### config.mk
export PLATFORM = sky130hd
export DESIGN_NAME = bcd_updown_counter
export DESIGN_NICKNAME = d
export VERILOG_FILES = /design/src/rtl/bcd_updown_counter.sv
export SDC_FILE = /design/constraint.sdc
export NUM_CORES = 1
export LEC_CHECK = 0
export ABC_CLOCK_PERIOD_IN_PS = 6180
export BUFFER_PORTS_ARGS = -buffer_cell sky130_fd_sc_hd__buf_2
export CAP_MARGIN = 25
export CELL_PAD_IN_SITES_DETAIL_PLACEMENT = 1
export CELL_PAD_IN_SITES_GLOBAL_PLACEMENT = 2
export CORE_MARGIN = 2
export CORE_UTILIZATION = 30
export CTS_CLUSTER_SIZE = 25
export DETAILED_ROUTE_END_ITERATION = 8
export PLACE_DENSITY = 0.7
export SLEW_MARGIN = 10
export SYNTH_ARGS = -nofsm -noshare
export SYNTH_HDL_FRONTEND = slang
export SYNTH_SLANG_ARGS = --single-unit
### constraint.sdc
create_clock -name clk_50MHz -period 6.18 [get_ports clk_50MHz]
set_input_delay 0.927 -clock clk_50MHz [delete_from_list [all_inputs] [get_ports clk_50MHz]]
set_output_delay 0.927 -clock clk_50MHz [all_outputs]
set_load 0.01 [all_outputs]
### src/rtl/bcd_updown_counter.sv
// Two-digit (parametrisable) BCD-display up/down counter.
// Steps at a divided tick rate. Supports a loadable limit, wrap/bounce/stop
// modes and edge-detected direction toggling. The display is a registered
// active-low seven-segment image of the decimal count.
module bcd_updown_counter #(
  parameter int WIDTH     = 6,
  parameter int DIGITS    = 2,
  parameter int DIV       = 12499999,
  parameter int LIMIT_RST = 59
) (
  input  logic                  clk_50MHz,
  input  logic                  rst,
  input  logic                  ena,
  input  logic                  dir_toggle,
  input  logic [1:0]            mode,
  input  logic [WIDTH-1:0]      limit,
  input  logic                  load_limit,
  output logic [WIDTH-1:0]      count,
  output logic                  count_up,
  output logic                  tick,
  output logic                  at_limit,
  output logic                  at_zero,
  output logic [7*DIGITS-1:0]   disp
);

  localparam int                DIV_W       = (DIV < 1) ? 1 : $clog2(DIV + 1);
  localparam logic [DIV_W-1:0]  DIV_TC      = DIV_W'(DIV);
  localparam int unsigned       LIMIT_MAX   = 10**DIGITS - 1;
  localparam logic [WIDTH-1:0]  LIMIT_MAX_W = WIDTH'(LIMIT_MAX);
  localparam logic [WIDTH-1:0]  ONE_W       = WIDTH'(1);

  localparam logic [1:0] MODE_BOUNCE = 2'b01;
  localparam logic [1:0] MODE_STOP   = 2'b10;

  logic [DIV_W-1:0]     div_cnt_q, div_cnt_d;
  logic                 tick_q, tick_d;
  logic                 dir_toggle_q;
  logic [WIDTH-1:0]     count_q, count_d;
  logic                 count_up_q, count_up_d;
  logic [WIDTH-1:0]     limit_q, limit_d;
  logic [7*DIGITS-1:0]  disp_q, disp_d;

  logic                 toggle_edge;
  logic                 reverse;
  logic                 hit_limit;
  logic                 hit_zero;

  function automatic logic [6:0] seg7(input logic [3:0] d);
    case (d)
      4'd0:    seg7 = 7'b1000000;
      4'd1:    seg7 = 7'b1111001;
      4'd2:    seg7 = 7'b0100100;
      4'd3:    seg7 = 7'b0110000;
      4'd4:    seg7 = 7'b0011001;
      4'd5:    seg7 = 7'b0010010;
      4'd6:    seg7 = 7'b0000010;
      4'd7:    seg7 = 7'b1111000;
      4'd8:    seg7 = 7'b0000000;
      4'd9:    seg7 = 7'b0011000;
      default: seg7 = 7'b1111111;
    endcase
  endfunction

  assign toggle_edge = dir_toggle && !dir_toggle_q;
  assign hit_limit   = (count_q >= limit_q);
  assign hit_zero    = (count_q == '0);

  // Free-running tick divider: tick is high in the cycle after div_cnt hits DIV.
  always_comb begin
    tick_d    = (div_cnt_q == DIV_TC);
    div_cnt_d = (div_cnt_q == DIV_TC) ? '0 : div_cnt_q + 1'b1;
  end

  // Limit capture, saturated to the largest value the display can show.
  always_comb begin
    limit_d = limit_q;
    if (load_limit) begin
      limit_d = (32'(limit) > LIMIT_MAX) ? LIMIT_MAX_W : limit;
    end
  end

  // Next count and direction; a toggle edge and a bounce reversal both invert.
  always_comb begin
    count_d = count_q;
    reverse = 1'b0;
    if (tick_q && ena) begin
      if (count_up_q) begin
        if (!hit_limit) begin
          count_d = count_q + ONE_W;
        end else begin
          case (mode)
            MODE_BOUNCE: begin
              count_d = (limit_q == '0) ? '0 : limit_q - ONE_W;
              reverse = 1'b1;
            end
            MODE_STOP: count_d = limit_q;
            default:   count_d = '0;
          endcase
        end
      end else begin
        if (!hit_zero) begin
          count_d = count_q - ONE_W;
        end else begin
          case (mode)
            MODE_BOUNCE: begin
              count_d = (limit_q == '0) ? '0 : ONE_W;
              reverse = 1'b1;
            end
            MODE_STOP: count_d = '0;
            default:   count_d = limit_q;
          endcase
        end
      end
    end
    count_up_d = (toggle_edge || reverse) ? ~count_up_q : count_up_q;
  end

  // Decimal digit extraction and segment encoding of the current count.
  always_comb begin
    int unsigned pw;
    disp_d = '1;
    pw     = 1;
    for (int i = 0; i < DIGITS; i++) begin
      disp_d[7*i +: 7] = seg7(4'((32'(count_q) / pw) % 10));
      pw = pw * 10;
    end
  end

  // State registers with synchronous reset taking priority.
  always_ff @(posedge clk_50MHz) begin
    if (rst) begin
      div_cnt_q    <= '0;
      tick_q       <= 1'b0;
      dir_toggle_q <= 1'b0;
      count_q      <= '0;
      count_up_q   <= 1'b1;
      limit_q      <= WIDTH'(LIMIT_RST);
      disp_q       <= '1;
    end else begin
      div_cnt_q    <= div_cnt_d;
      tick_q       <= tick_d;
      dir_toggle_q <= dir_toggle;
      count_q      <= count_d;
      count_up_q   <= count_up_d;
      limit_q      <= limit_d;
      disp_q       <= disp_d;
    end
  end

  assign count    = count_q;
  assign count_up = count_up_q;
  assign tick     = tick_q;
  assign at_limit = hit_limit;
  assign at_zero  = hit_zero;
  assign disp     = disp_q;

endmodule

==> metrics.cfg, run 1 <==
[run_status]
status=finished clean

[logic_synthesis]
synth_mux_area_share_pct=0.585
ys.warnings.count=0
synthCells=429
ys_ff_latch=53
synth-seq-area-share_pct=31.0
async_flop_share_pct=0
synth_top_family_by_area=simple AND/OR/NAND/NOR gates
synth.top_cell.area_share_pct=31.0
syn_nets=469
ys_types=65
synth_adder_area_share_pct=10.2
synth_enable_flop_cells=0
synth.most_common_cell=dfxtp_1
yosys-top-cells-count=dfxtp_1, nor2_1, nand2_1
synthXorXnorAreaFrac_pct=7.17
synth_compound_area_share_pct=21.0
yosysTopAreaCell=dfxtp_1
synth_area_leaders=dfxtp_1, ha_1, nor2_1
postSynthAreaPerCell_sq_um=7.97
synthesis.area_sq_mm=0.00342
synth-simple-area-share_pct=23.5
yosys_most_used_dff=dfxtp_1

[floorplanning]
dieArea_sq_mm=0.0123
coreArea_sq_mm=0.0110
fp.dieH_microns=111
io_pins=37
rows=38
die_w_microns=111
start_util_pct=31.1

[clock_network]
tritoncts=built
ctsLongestPathBuffers=2
cts-root-buf=clkbuf_16
cts_made_buffers=5
clk_latency_ns=0.29
clkTransAtPathRegs_ns=0.08
cts.sinks=53
postCtsHoldBufs=0
postCtsSetupRepairBufs=0
cts_repair_resize_count=0
htreeDepth=2

[sta]
setup_viol=0
fin_crit_ns=4.07
finClkSkew_ns=0.00912
fin_hold_ws_ns=0.440
max_slew_margin_pct=45.4
max_freq_mhz=246
worstMarginPinSlew_ns=0.818
tns_ns=0
rsz0062_at_grt=false
post-route-period-util_pct=65.9
timing.final.hold_violations=0
slew_violations=0

[grt]
grt_pass1_vias=3092
grt_usage_pct=15.0
grt_overflow=0
grt_max_degree=25
antenna_found_initial=0
grt_pass1_wl_microns=15400

[placed_design]
dp_hpwl_microns=6610
dp.cells=580
portBuffers=36
place_congestion=0.774
placed_cell_area_sq_mm=0.00366

[min_path]
min-delay-start=div_cnt_q[0]$_SDFF_PP0_
worstHoldPathType=reg2reg

[job]
cap_violations=0

[critical_path]
end_kind=register
critPathLaunchType=register
r2r-start=count[3]$_SDFFE_PP0P_
cp_slowest_cell=dfxtp_1
max_stage_delay_ns=0.84
worstPathArrival_ns=4.26
worst-setup-path-type=reg2reg
crit_chain=nor2_1 -> inv_1 -> ha_1 -> nor2b_4 -> o21ai_2 -> a311oi_4 -> a21o_1 -> xnor2_1 -> inv_1 -> ha_1 -> nor2_1 -> o21ai_0 -> o21a_1 -> a311o_1
worstPathRequired_ns=6.37
critPathLaunch=count[3]$_SDFFE_PP0P_
cp_max_fo=21

[route]
drt-vias-per-instance=5.10
drt-total-wl_microns=8920
wl_per_cell_microns=15.2
firstDrtPassIters=4
ant_nets=0
drtIter0Drc=143
dr_total_vias=2998
drcViolationCount=0

[final_layout]
areaGrowthSynthToFinish_pct=12.0
layout.nets=487
drive_above_1_share_pct=12.3
final_cell_area_sq_mm=0.00383
n_antenna_cell=0
nFillCells=1334
final-seq-area_sq_mm=0.00106
multi_input_area_sq_mm=0.00214
final_cells=588

[pwr]
vdd_drop_max_mv=0.106
power_density_mw_per_mm2=192
p_leak_nw=1.63

## registers in the layout (all words and copies together), names as in the netlist
signal and flops:
count 6, disp 14, limit_q 6, count_up 1, tick 1, div_cnt_q 24, dir_toggle_q 1
## through the flow
step	total power [mW]	setup slack (ns)	utilization, %
after floorplan	0.400	2.68	-
after global placement	0.419	2.25	33.3
after detailed placement	0.420	2.09	33.3
after CTS	0.750	2.08	34.9
after global routing	0.774	1.76	34.9
final	0.737	2.11	34.9
## report_power, final
part           internal, mW  switching, mW  total, mW
Combinational        0.0209         0.0306     0.0515
Clock                 0.192          0.133      0.326
Sequential            0.351        0.00885      0.359
## final cells by class
| type | instances | share of cell area [%] |
|---|---|---|
| Clock buffer | 5 | 3.27 |
| Tap cell | 140 | 4.57 |
| Timing Repair Buffer | 36 | 4.70 |
| Multi-Input combinational cell | 322 | 55.8 |
| Inverter | 29 | 2.84 |
| Clock inverter | 3 | 1.14 |
| Sequential cell | 53 | 27.7 |
## worst max-delay path, delay by kind of cell (launching register included)
| family | cells | cell delay [ns] |
|---|---|---|
| AOI/OAI and AO/OA | 6 | 1.62 |
| DFF | 1 | 0.84 |
| adders and majority gates | 2 | 0.52 |
| and+or+nand+nor | 3 | 0.49 |
| buffers and inverters | 2 | 0.28 |
| xor gates and xnor gates | 1 | 0.20 |
## kinds of logic (layout without fill, tap and decap cells)
family                   after synthesis  in the layout
AND/OR/NAND/NOR                      160            160
AO/OA/AOI/OAI                        104            104
buffers and inverters                 54             73
flip-flops                            53             53
adder cells (fa/ha/maj)               28             28
XOR/XNOR                              28             28
multiplexers                           2              2
## worst paths after layout
check,endpoint,slack (ns),cells after the start
max reg2reg,disp[3]$_SDFF_PP1_,2.11,14
min reg2reg,div_cnt_q[0]$_SDFF_PP0_,0.44,1
min,div_cnt_q[0]$_SDFF_PP0_,0.44,1
max,disp[3]$_SDFF_PP1_,2.11,14
## routing by layer
layer  share of wire, %  up-vias  GRT usage [%]
met4               0.61        0           2.75
met5                  0        -              0
met3                2.3        5           2.52
li1                   -     1515              -
met1                 48     1453           19.8
met2                 49       25           25.7
## cell usage in the layout, fill, tap and decap left out, types with 3 or more instances in the layout
cell and count:
a211oi_1 3, a21o_1 6, a21oi_1 22, a311o_1 3
a31oi_1 5, and2_1 5, and3_1 7, and4_1 4
buf_2 36, clkbuf_16 5, dfxtp_1 53, ha_1 27
inv_1 29, nand2_1 43, nand2b_1 6, nand3_1 19
nand4b_1 3, nor2_1 45, nor2b_1 4, nor3_1 7
o211ai_1 12, o21a_1 4, o21ai_0 22, or2_2 3
xnor2_1 14, xor2_1 14
Note: power is estimated with default switching activity, not from simulation.
==> run 2: changes to the inputs <==
--- a/config.mk
+++ b/config.mk
@@ -5,7 +5,8 @@
 export SDC_FILE = /design/constraint.sdc
 export NUM_CORES = 1
 export LEC_CHECK = 0
-export ABC_CLOCK_PERIOD_IN_PS = 6180
+export ABC_AREA = 1
+export ABC_CLOCK_PERIOD_IN_PS = 3400
 export BUFFER_PORTS_ARGS = -buffer_cell sky130_fd_sc_hd__buf_2
 export CAP_MARGIN = 25
 export CELL_PAD_IN_SITES_DETAIL_PLACEMENT = 1
@@ -14,7 +15,7 @@
 export CORE_UTILIZATION = 30
 export CTS_CLUSTER_SIZE = 25
 export DETAILED_ROUTE_END_ITERATION = 8
-export PLACE_DENSITY = 0.7
+export PLACE_DENSITY = 0.76
 export SLEW_MARGIN = 10
 export SYNTH_ARGS = -nofsm -noshare
 export SYNTH_HDL_FRONTEND = slang
==> constraint.sdc (replaced) <==
create_clock -name clk_50MHz -period 3.4 [get_ports clk_50MHz]
set_input_delay 0.51 -clock clk_50MHz [delete_from_list [all_inputs] [get_ports clk_50MHz]]
set_output_delay 0.51 -clock clk_50MHz [all_outputs]
set_load 0.01 [all_outputs]
==> metrics.cfg, run 2 <==
[run_status]
status=finished clean

[sta]
setup_viol=0
fin_crit_ns=2.61
worstMarginPinSlew_ns=0.881
max_slew_margin_pct=41.1
finClkSkew_ns=0.00942
tns_ns=0
fin_ws_ns=0.788
slew_violations=0
max_freq_mhz=383
rsz0062_at_grt=false
post-route-period-util_pct=76.8
timing.final.hold_violations=0

[critical_path]
r2r_cells=15
worstPathArrival_ns=2.80
worstPathRequired_ns=3.59
end_kind=register
worst-setup-path-type=reg2reg
cp_max_fo=11
critPathLaunchType=register

[route]
ant_nets=0
drcViolationCount=0
firstDrtPassIters=4
drt-total-wl_microns=9280
drtIter0Drc=110
dr_total_vias=3269
wl_per_cell_microns=13.6
drt-vias-per-instance=4.78

[placed_design]
dp.cells=676
placed_cell_area_sq_mm=0.00379
portBuffers=36
dp_slack_ns=0.815
place_congestion=0.787
dp_hpwl_microns=7290

[floorplanning]
fp.dieH_microns=112
dieArea_sq_mm=0.0124
coreArea_sq_mm=0.0114
die_w_microns=112
io_pins=37
rows=39
start_util_pct=30.5

[logic_synthesis]
synth_area_leaders=dfxtp_1, nand2_1, ha_1
synthesis.area_sq_mm=0.00347
synth.top_cell.area_share_pct=30.6
yosys_most_used_dff=dfxtp_1
synthCells=503
ys.warnings.count=0
yosysTopAreaCell=dfxtp_1
async_flop_share_pct=0
postSynthAreaPerCell_sq_um=6.89
ys_ff_latch=53
syn_nets=543
synth.most_common_cell=nand2_1
synth-seq-area-share_pct=30.6
yosys-top-cells-count=nand2_1, inv_1, dfxtp_1
ys_types=39
synth_enable_flop_cells=0

[final_layout]
top_register=div_cnt_q
final_util_pct=34.7
layout.nets=580
final_cell_area_sq_mm=0.00394
layout_commonest_cell=nand2_1
final_cell_mix=nand2_1, inv_1, dfxtp_1, nor2_1, buf_2
drive_above_1_share_pct=16.3
nFillCells=1476
areaGrowthSynthToFinish_pct=13.7
multi_input_area_sq_mm=0.00208
largest_reg_flops=24
n_antenna_cell=0
final_cells=684
final-seq-area_sq_mm=0.00106

[grt]
grt_pass1_vias=3395
grt_usage_pct=16.0
grt_max_degree=25
grt_pass1_wl_microns=16200
grt_overflow=0
antenna_found_initial=0

[pwr]
power_density_mw_per_mm2=329
vdd_drop_max_mv=0.193
p_leak_nw=1.80

[clock_network]
htreeDepth=2
cts_repair_resize_count=0
clk_latency_ns=0.31
cts-root-buf=clkbuf_16
postCtsSetupRepairBufs=0
cts_made_buffers=5
clkTransAtPathRegs_ns=0.08
cts.sinks=53
postCtsHoldBufs=0
ctsLongestPathBuffers=2
tritoncts=built

[job]
cap_violations=0

[min_path]
worstHoldPathType=in2reg
hold_depth=3

run 2: final cells by class:
| type | count | share of cell area (%) |
|---|---|---|
| clock inverters | 3 | 0.635 |
| well taps | 143 | 4.54 |
| repair buffers | 40 | 5.33 |
| inverters | 67 | 6.51 |
| flip-flops and latches | 53 | 26.9 |
| clock buffers | 5 | 3.17 |
| multi-input cells | 373 | 52.9 |
run 2: power breakdown:
part           internal (mW)  switching [mW]  total (mW)
Combinational         0.0364          0.0626      0.0989
Clock                  0.279           0.269       0.549
Sequential             0.637          0.0128       0.650
Total                  0.953           0.345        1.30
run 2: worst paths after layout:
kind / start / to / slack [ns]
setup / recovery: count[4]$_SDFFE_PP0P_ / disp[1]$_SDFF_PP1_ / 0.79
hold / removal: limit[0] / limit_q[0]$_SDFFE_PP1P_ / 0.41
setup reg to reg: count[4]$_SDFFE_PP0P_ / disp[1]$_SDFF_PP1_ / 0.79
hold reg to reg: div_cnt_q[0]$_SDFF_PP0_ / div_cnt_q[0]$_SDFF_PP0_ / 0.46
run 2: layer usage:
metal / vias up / wire length, microns / GRT usage [%]
met3: 8 / 183 / 2.50
met2: 20 / 4510 / 27.5
met4: 0 / 142 / 5.19
met5: - / 0 / 0
li1: 1697 / - / -
met1: 1544 / 4450 / 20.5
run 2: cells by family after synthesis:
family,after synthesis,share of synthesized area [%]
simple gates,260,35.0
compound gates,71,11.6
buf+inv,77,9.27
xor+xnor,15,3.79
fa+ha+maj,27,9.74
flops,53,30.6
run 2: stage by stage:
stage               hold slack (ns)  power [mW]
finish                        0.407        1.30
global route                  0.429        1.36
CTS                           0.399        1.32
detailed placement            0.441       0.766
global placement              0.431       0.763
floorplan                     0.418       0.728
run 2: worst max-delay path: stages, from the launching register on:
cell and delay [ns]:
dfxtp_1 0.64, nor2_4 0.06, inv_1 0.11, ha_1 0.24, nor2_2 0.18, nand2_2 0.09
nand2_1 0.09, nand3_1 0.09, nand2_1 0.10, inv_1 0.04, ha_1 0.28, nand3_1 0.09
nand2_2 0.12, nand2_2 0.09, a21oi_4 0.17, nand2_1 0.08
